$ cat config.mk
export PLATFORM = sky130hd
export DESIGN_NAME = cv32e40p_obi_sram_bridge
export DESIGN_NICKNAME = d
export VERILOG_FILES = /design/src/rtl/cv32e40p_obi_sram_bridge.sv
export SDC_FILE = /design/constraint.sdc
export NUM_CORES = 1
export LEC_CHECK = 0
export CORE_MARGIN = 2
export CORE_UTILIZATION = 42
export CTS_CLUSTER_SIZE = 10
export DETAILED_ROUTE_END_ITERATION = 7
export GPL_TIMING_DRIVEN = 0
export PLACE_DENSITY = 0.81
export SYNTH_ARGS = -nofsm -noshare
export SYNTH_HDL_FRONTEND = slang
export SYNTH_SLANG_ARGS = --single-unit
$ cat constraint.sdc
create_clock -name clk_i -period 3.4 [get_ports clk_i]
set_clock_uncertainty 0.1 [all_clocks]
set_input_delay 1.02 -clock clk_i [delete_from_list [all_inputs] [get_ports clk_i]]
set_output_delay 1.02 -clock clk_i [all_outputs]
set_load 0.05 [all_outputs]
$ cat src/rtl/cv32e40p_obi_sram_bridge.sv
// rtl/cv32e40p_obi_sram_bridge.sv - OBI slave bridging granted transactions onto a 1-cycle single-port SRAM
// In-order responses via a bypass from the pending stage or a small response FIFO when rready stalls.
module cv32e40p_obi_sram_bridge #(
    parameter logic [31:0] BASE_ADDR  = 32'h0000_0000,
    parameter int          MEM_WORDS  = 16384,
    parameter int          RESP_DEPTH = 2
) (
    input  logic                         clk_i,
    input  logic                         rst_i,
    input  logic                         stall_i,
    input  logic                         req_i,
    output logic                         gnt_o,
    input  logic                         we_i,
    input  logic [3:0]                   be_i,
    input  logic [31:0]                  addr_i,
    input  logic [31:0]                  wdata_i,
    output logic                         rvalid_o,
    input  logic                         rready_i,
    output logic [31:0]                  rdata_o,
    output logic                         err_o,
    output logic                         sram_req_o,
    output logic                         sram_we_o,
    output logic [3:0]                   sram_be_o,
    output logic [$clog2(MEM_WORDS)-1:0] sram_addr_o,
    output logic [31:0]                  sram_wdata_o,
    input  logic [31:0]                  sram_rdata_i
);

    localparam int AW = $clog2(MEM_WORDS);
    localparam int PW = (RESP_DEPTH > 1) ? $clog2(RESP_DEPTH) : 1;
    localparam int CW = $clog2(RESP_DEPTH + 1);

    logic          pend_valid;
    logic          pend_we;
    logic          pend_err;
    logic [31:0]   pend_rdata;

    logic [31:0]   fifo_data [RESP_DEPTH];
    logic          fifo_err  [RESP_DEPTH];
    logic [PW-1:0] wr_ptr;
    logic [PW-1:0] rd_ptr;
    logic [CW-1:0] fifo_count;
    logic          fifo_nonempty;

    logic [CW:0]   occ;
    logic          in_range;
    logic          push;
    logic          pop;

    function automatic logic [PW-1:0] ptr_next(input logic [PW-1:0] p);
        return (p == PW'(RESP_DEPTH - 1)) ? '0 : p + PW'(1);
    endfunction

    // 33-bit compare so a window touching the top of the address space cannot wrap
    assign in_range = ({1'b0, addr_i} >= {1'b0, BASE_ADDR}) &&
                      ({1'b0, addr_i} < ({1'b0, BASE_ADDR} + (33'(MEM_WORDS) << 2)));

    assign occ           = (CW+1)'(pend_valid) + (CW+1)'(fifo_count);
    assign fifo_nonempty = (fifo_count != '0);

    // Credit check ignores a same-cycle pop to keep gnt off the rready path
    assign gnt_o = req_i & ~stall_i & ~rst_i & (occ < (CW+1)'(RESP_DEPTH));

    assign sram_req_o   = gnt_o & in_range;
    assign sram_we_o    = sram_req_o & we_i;
    assign sram_be_o    = sram_req_o ? be_i : 4'h0;
    assign sram_wdata_o = sram_req_o ? wdata_i : 32'h0;
    assign sram_addr_o  = sram_req_o ? AW'((addr_i - BASE_ADDR) >> 2) : '0;

    assign pend_rdata = (pend_valid & ~pend_we & ~pend_err) ? sram_rdata_i : 32'h0;

    assign push = pend_valid & (fifo_nonempty | ~rready_i);
    assign pop  = fifo_nonempty & rready_i;

    always_comb begin
        rvalid_o = 1'b0;
        rdata_o  = 32'h0;
        err_o    = 1'b0;
        if (fifo_nonempty) begin
            rvalid_o = 1'b1;
            rdata_o  = fifo_data[rd_ptr];
            err_o    = fifo_err[rd_ptr];
        end else if (pend_valid) begin
            rvalid_o = 1'b1;
            rdata_o  = pend_rdata;
            err_o    = pend_err;
        end
    end

    always_ff @(posedge clk_i) begin
        if (rst_i) begin
            pend_valid <= 1'b0;
            pend_we    <= 1'b0;
            pend_err   <= 1'b0;
            wr_ptr     <= '0;
            rd_ptr     <= '0;
            fifo_count <= '0;
        end else begin
            pend_valid <= gnt_o;
            pend_we    <= gnt_o & we_i;
            pend_err   <= gnt_o & ~in_range;
            if (push) begin
                wr_ptr <= ptr_next(wr_ptr);
            end
            if (pop) begin
                rd_ptr <= ptr_next(rd_ptr);
            end
            fifo_count <= fifo_count + CW'(push) - CW'(pop);
        end
    end

    // Payload storage needs no reset; validity is tracked by the count
    always_ff @(posedge clk_i) begin
        if (push) begin
            fifo_data[wr_ptr] <= pend_rdata;
            fifo_err[wr_ptr]  <= pend_err;
        end
    end

`ifdef CV32E40P_ASSERT_ON
    logic        hold_q;
    logic [31:0] rdata_q;
    logic        err_q;

    always_ff @(posedge clk_i) begin
        hold_q  <= ~rst_i & rvalid_o & ~rready_i;
        rdata_q <= rdata_o;
        err_q   <= err_o;
    end

    always_ff @(posedge clk_i) begin
        if (!rst_i) begin
            assert (occ <= (CW+1)'(RESP_DEPTH));
            assert (!(push && fifo_count == CW'(RESP_DEPTH)));
            if (hold_q) begin
                assert (rvalid_o && rdata_o == rdata_q && err_o == err_q);
            end
        end
    end
`endif

endmodule

==> metrics.md <==
| Metric | Value |
|---|---|
| Chip width | `104.0 um` |
| WHS | `0.4319 ns` |
| TritonCTS clock tree | `built` |
| Antenna-violating nets left | `0` |
| # rows | `36` |
| Fin. Hold Viols | `0` |
| Reg area | `2142 sq um` |
| Number of synthesized register bits | `74` |
| Clock latency on the worst-skew pair | `0.35 ns` |
| Dpl cells | `701` |
| R2r startpoint | `fifo_count[1]` |
| Synth top area cells | `edfxtp_1 (47%), nor3_2 (11%), mux2i_1 (7.6%)` |
| Total grt overflow | `0` |
| Max Slew Vio Count | `0` |
| Fmax achieved | `282.1 MHz` |
| Setup crit start kind | `input port` |
| Input/output buffers | `190` |
| Hold Path Sink | `fifo_err[0]` |
| WP data arrival | `2.42 ns` |
| Syn nets | `484` |
| Cells after synthesis | `376` |
| Async SR Flop Fraction | `0%` |
| Starting Density | `43.15%` |
| Post-Route WL | `15840 um` |
| Worst reg2reg endpoint | `fifo_data[1][16]` |
| Die area | `10810 sq um` |
| Worst path slowest cell | `nor4_4` |
| Worst R2R Setup Slack | `1.44 ns` |
| Post-synth top area cell | `edfxtp_1` |
| Drt pass-1 iters | `4` |
| Largest net degree at the start of global routing | `20` |
| Clk sink count | `74` |
| Dpl hpwl | `9130 um` |
| H-tree Lvls | `3` |
| Period utilisation layout | `104.3%` |
| Setup CP Type | `input port to output port` |
| Final nets | `717` |
| Core footprint | `9729 sq um` |
| I/O pin count | `193` |
| Share of layout cells above drive strength 1 | `46.25%` |
| First-pass GRT wire length | `22380 um` |
| Multi-input logic area | `2359 sq um` |
| Post-Syn Area per Cell | `11.16 sq um` |
| Antenna violations before repair | `1` |
| Slew @ Worst Pin | `0.5821 ns` |
| Worst VDD drop | `0.2651 mV` |
| Chip height | `104.0 um` |
| Iter 0 DRT Violations | `182` |
| Cell Pwr Density | `426.1 nW/um^2` |
| Post-DP Area | `6651 sq um` |
| Worst Hold Class | `register to register` |
| Prevailing post-synth register cell | `edfxtp_1` |
| Vias per cell | `5.337` |
| Clk pin slew, worst setup/hold paths | `0.08 ns` |
| RSZ-0062 raised after global routing | `yes` |
| Crit path time final | `3.545 ns` |
| Final WS setup | `-0.1445 ns` |
| Synth cell types | `34` |
| Worst endpoint required time | `2.28 ns` |
| Clk root buf | `clkbuf_8` |
| Outcome | `complete, but fails checks` |
| Final Util | `78.63%` |
| CTS Buf Count | `9` |
| Worst Path Buf+Inv | `4` |
| Gr usage total | `26.55%` |
| Max-slew headroom | `61.07%` |
| Post-route cell area | `7650 sq um` |
| Worst path cell trace | `buf_2 -> nor4_4 -> nand3_4 -> buf_16 -> buf_12 -> nor3_4 -> buf_6` |
| Hold Startpoint | `pend_err` |
| Count of flip-flops with a built-in enable after synthesis | `66` |
| Area Growth Syn to Fin | `82.24%` |
| Top cell type's share of synthesized area | `47.21%` |
| Leakage | `0.003414 uW` |
| DR vias | `3992` |
| # DRC | `0` |
| Per-cell routed wire length | `21.17 um` |
| Critical path peak fanout | `5` |
| Setup Viol. Count Final | `52` |
| Hold Crit Depth | `0` |
| Vias in the first global route | `4215` |
| R2R cell count | `4` |
| Endpoint class of the critical path | `output port` |
| Mapped cell area | `4198 sq um` |
| CTS max path bufs | `2` |
| Post-synthesis sequential area ratio | `51.03%` |
| Synth Warn # | `0` |
| Gpl congestion | `0.7561` |
| Filler cell count | `589` |
| Critical path's largest stage delay | `0.37 ns` |
| Max Cap Viol | `0` |
| Largest delay contributor family on the critical path | `simple AND/OR/NAND/NOR gates` |
| Failing checks | `negative setup slack` |
| Post-Layout Cell Count | `748` |
[cell type report]
cell class / count / area share [%]
Multi-Input combinational cell: 266 / 30.83
Timing Repair Buffer: 221 / 30.80
Sequential cell: 74 / 28.00
Buffer: 32 / 5.218
Tap cell: 133 / 2.175
Clock buffer: 9 / 1.619
Clock inverter: 7 / 1.079
Inverter: 5 / 0.2453
Antenna cell: 1 / 0.03271
[kinds of logic (layout without fill, tap and decap cells)]
logic type               count (synthesis)  count (layout)  synth area share, %
XOR/XNOR                                 3               3               0.6260
other                                    0               1                    0
flip-flops                              74              74                51.03
AND/OR/NAND/NOR                        190             191                29.81
buffers and inverters                   37             274                5.455
multiplexers                            33              33                7.899
adder cells (fa/ha/maj)                  2               2               0.5960
AO/OA/AOI/OAI                           37              37                4.590
[registers in the layout, summed over array words and instances (netlist names), named ones only]
signal / count
fifo_data: 64
rd_ptr: 1
pend_err: 1
fifo_err: 2
fifo_count: 2
pend_we: 1
pend_valid: 1
wr_ptr: 1
[layer usage]
layer | track usage, % | vias to the layer above | routed length [um]
met5 | 0 | - | 0
met1 | 29.15 | 1930 | 5715
met4 | 10.23 | 0 | 641
met2 | 49.30 | 201 | 8470
li1 | - | 1817 | -
met3 | 6.328 | 44 | 1007
[worst max-delay path by stage]
stage | from | to | slack [ns] | depth (start not counted)
2_1_floorplan | addr_i[22] | sram_req_o | -0.05 | 3
3_3_place_gp | addr_i[30] | sram_wdata_o[9] | -1.20 | 6
3_5_place_dp | rst_i | sram_wdata_o[9] | -1.21 | 6
4_1_cts | addr_i[25] | sram_addr_o[3] | -0.08 | 7
5_1_grt | addr_i[19] | sram_addr_o[4] | -0.19 | 7
6_report | addr_i[19] | sram_addr_o[4] | -0.14 | 7
[per-stage QoR]
step	power, uW	setup slack, ns	TNS, ns
6_report	3260	-0.1445	-4.184
5_1_grt	3384	-0.1859	-5.950
4_1_cts	3257	-0.07848	-0.7084
3_5_place_dp	2570	-1.212	-68.09
3_3_place_gp	2547	-1.195	-129.25
2_1_floorplan	2023	-0.04804	-0.1699
[power breakdown]
part	leakage [uW]	switching [uW]	internal, uW
Combinational	0.00264	1030	464
Clock	0.0000988	357	352
Sequential	0.000678	25.8	1030
Total	0.00341	1420	1840
[cell usage after synthesis, types with 2 or more instances]
library cell and number:
ha_1 2, clkbuf_1 10, nand3_1 32, dfxtp_1 8, inv_1 5, a21oi_1 2
mux2i_1 32, o21ai_0 33, nor3_4 2, buf_2 12, nor2b_1 2, and2_1 32
buf_6 10, nor4_1 2, nor2_1 8, edfxtp_1 66, nor3_2 48, nand2_1 53
xor2_1 2
[timing repair]
item / in CTS / in global routing
hold endpoints to repair: 0 / 0
buffers inserted: 12 / 1
hold buffers: 0 / 0
resized for setup: 575 / 127
endpoints found under the setup margin: 86 / 86
gates cloned: 19 / 0
pin swaps: 25 / 23
[layout by cell type (no fill, tap or decap), types with 4 or more instances in the layout]
cell	n
nand2_2	32
clkdlybuf4s50_1	85
and2_1	32
inv_1	5
mux2i_1	32
buf_12	13
o21ai_0	33
clkbuf_16	4
clkbuf_1	4
buf_16	13
nor4_4	4
nand2_1	13
nor2_1	5
buf_4	7
nand3_1	32
nand2_4	10
buf_2	19
nor3_4	50
edfxtp_1	66
buf_6	64
dfxtp_1	8
clkbuf_2	32
clkbuf_8	11
Power figures use the tool's default switching activity.
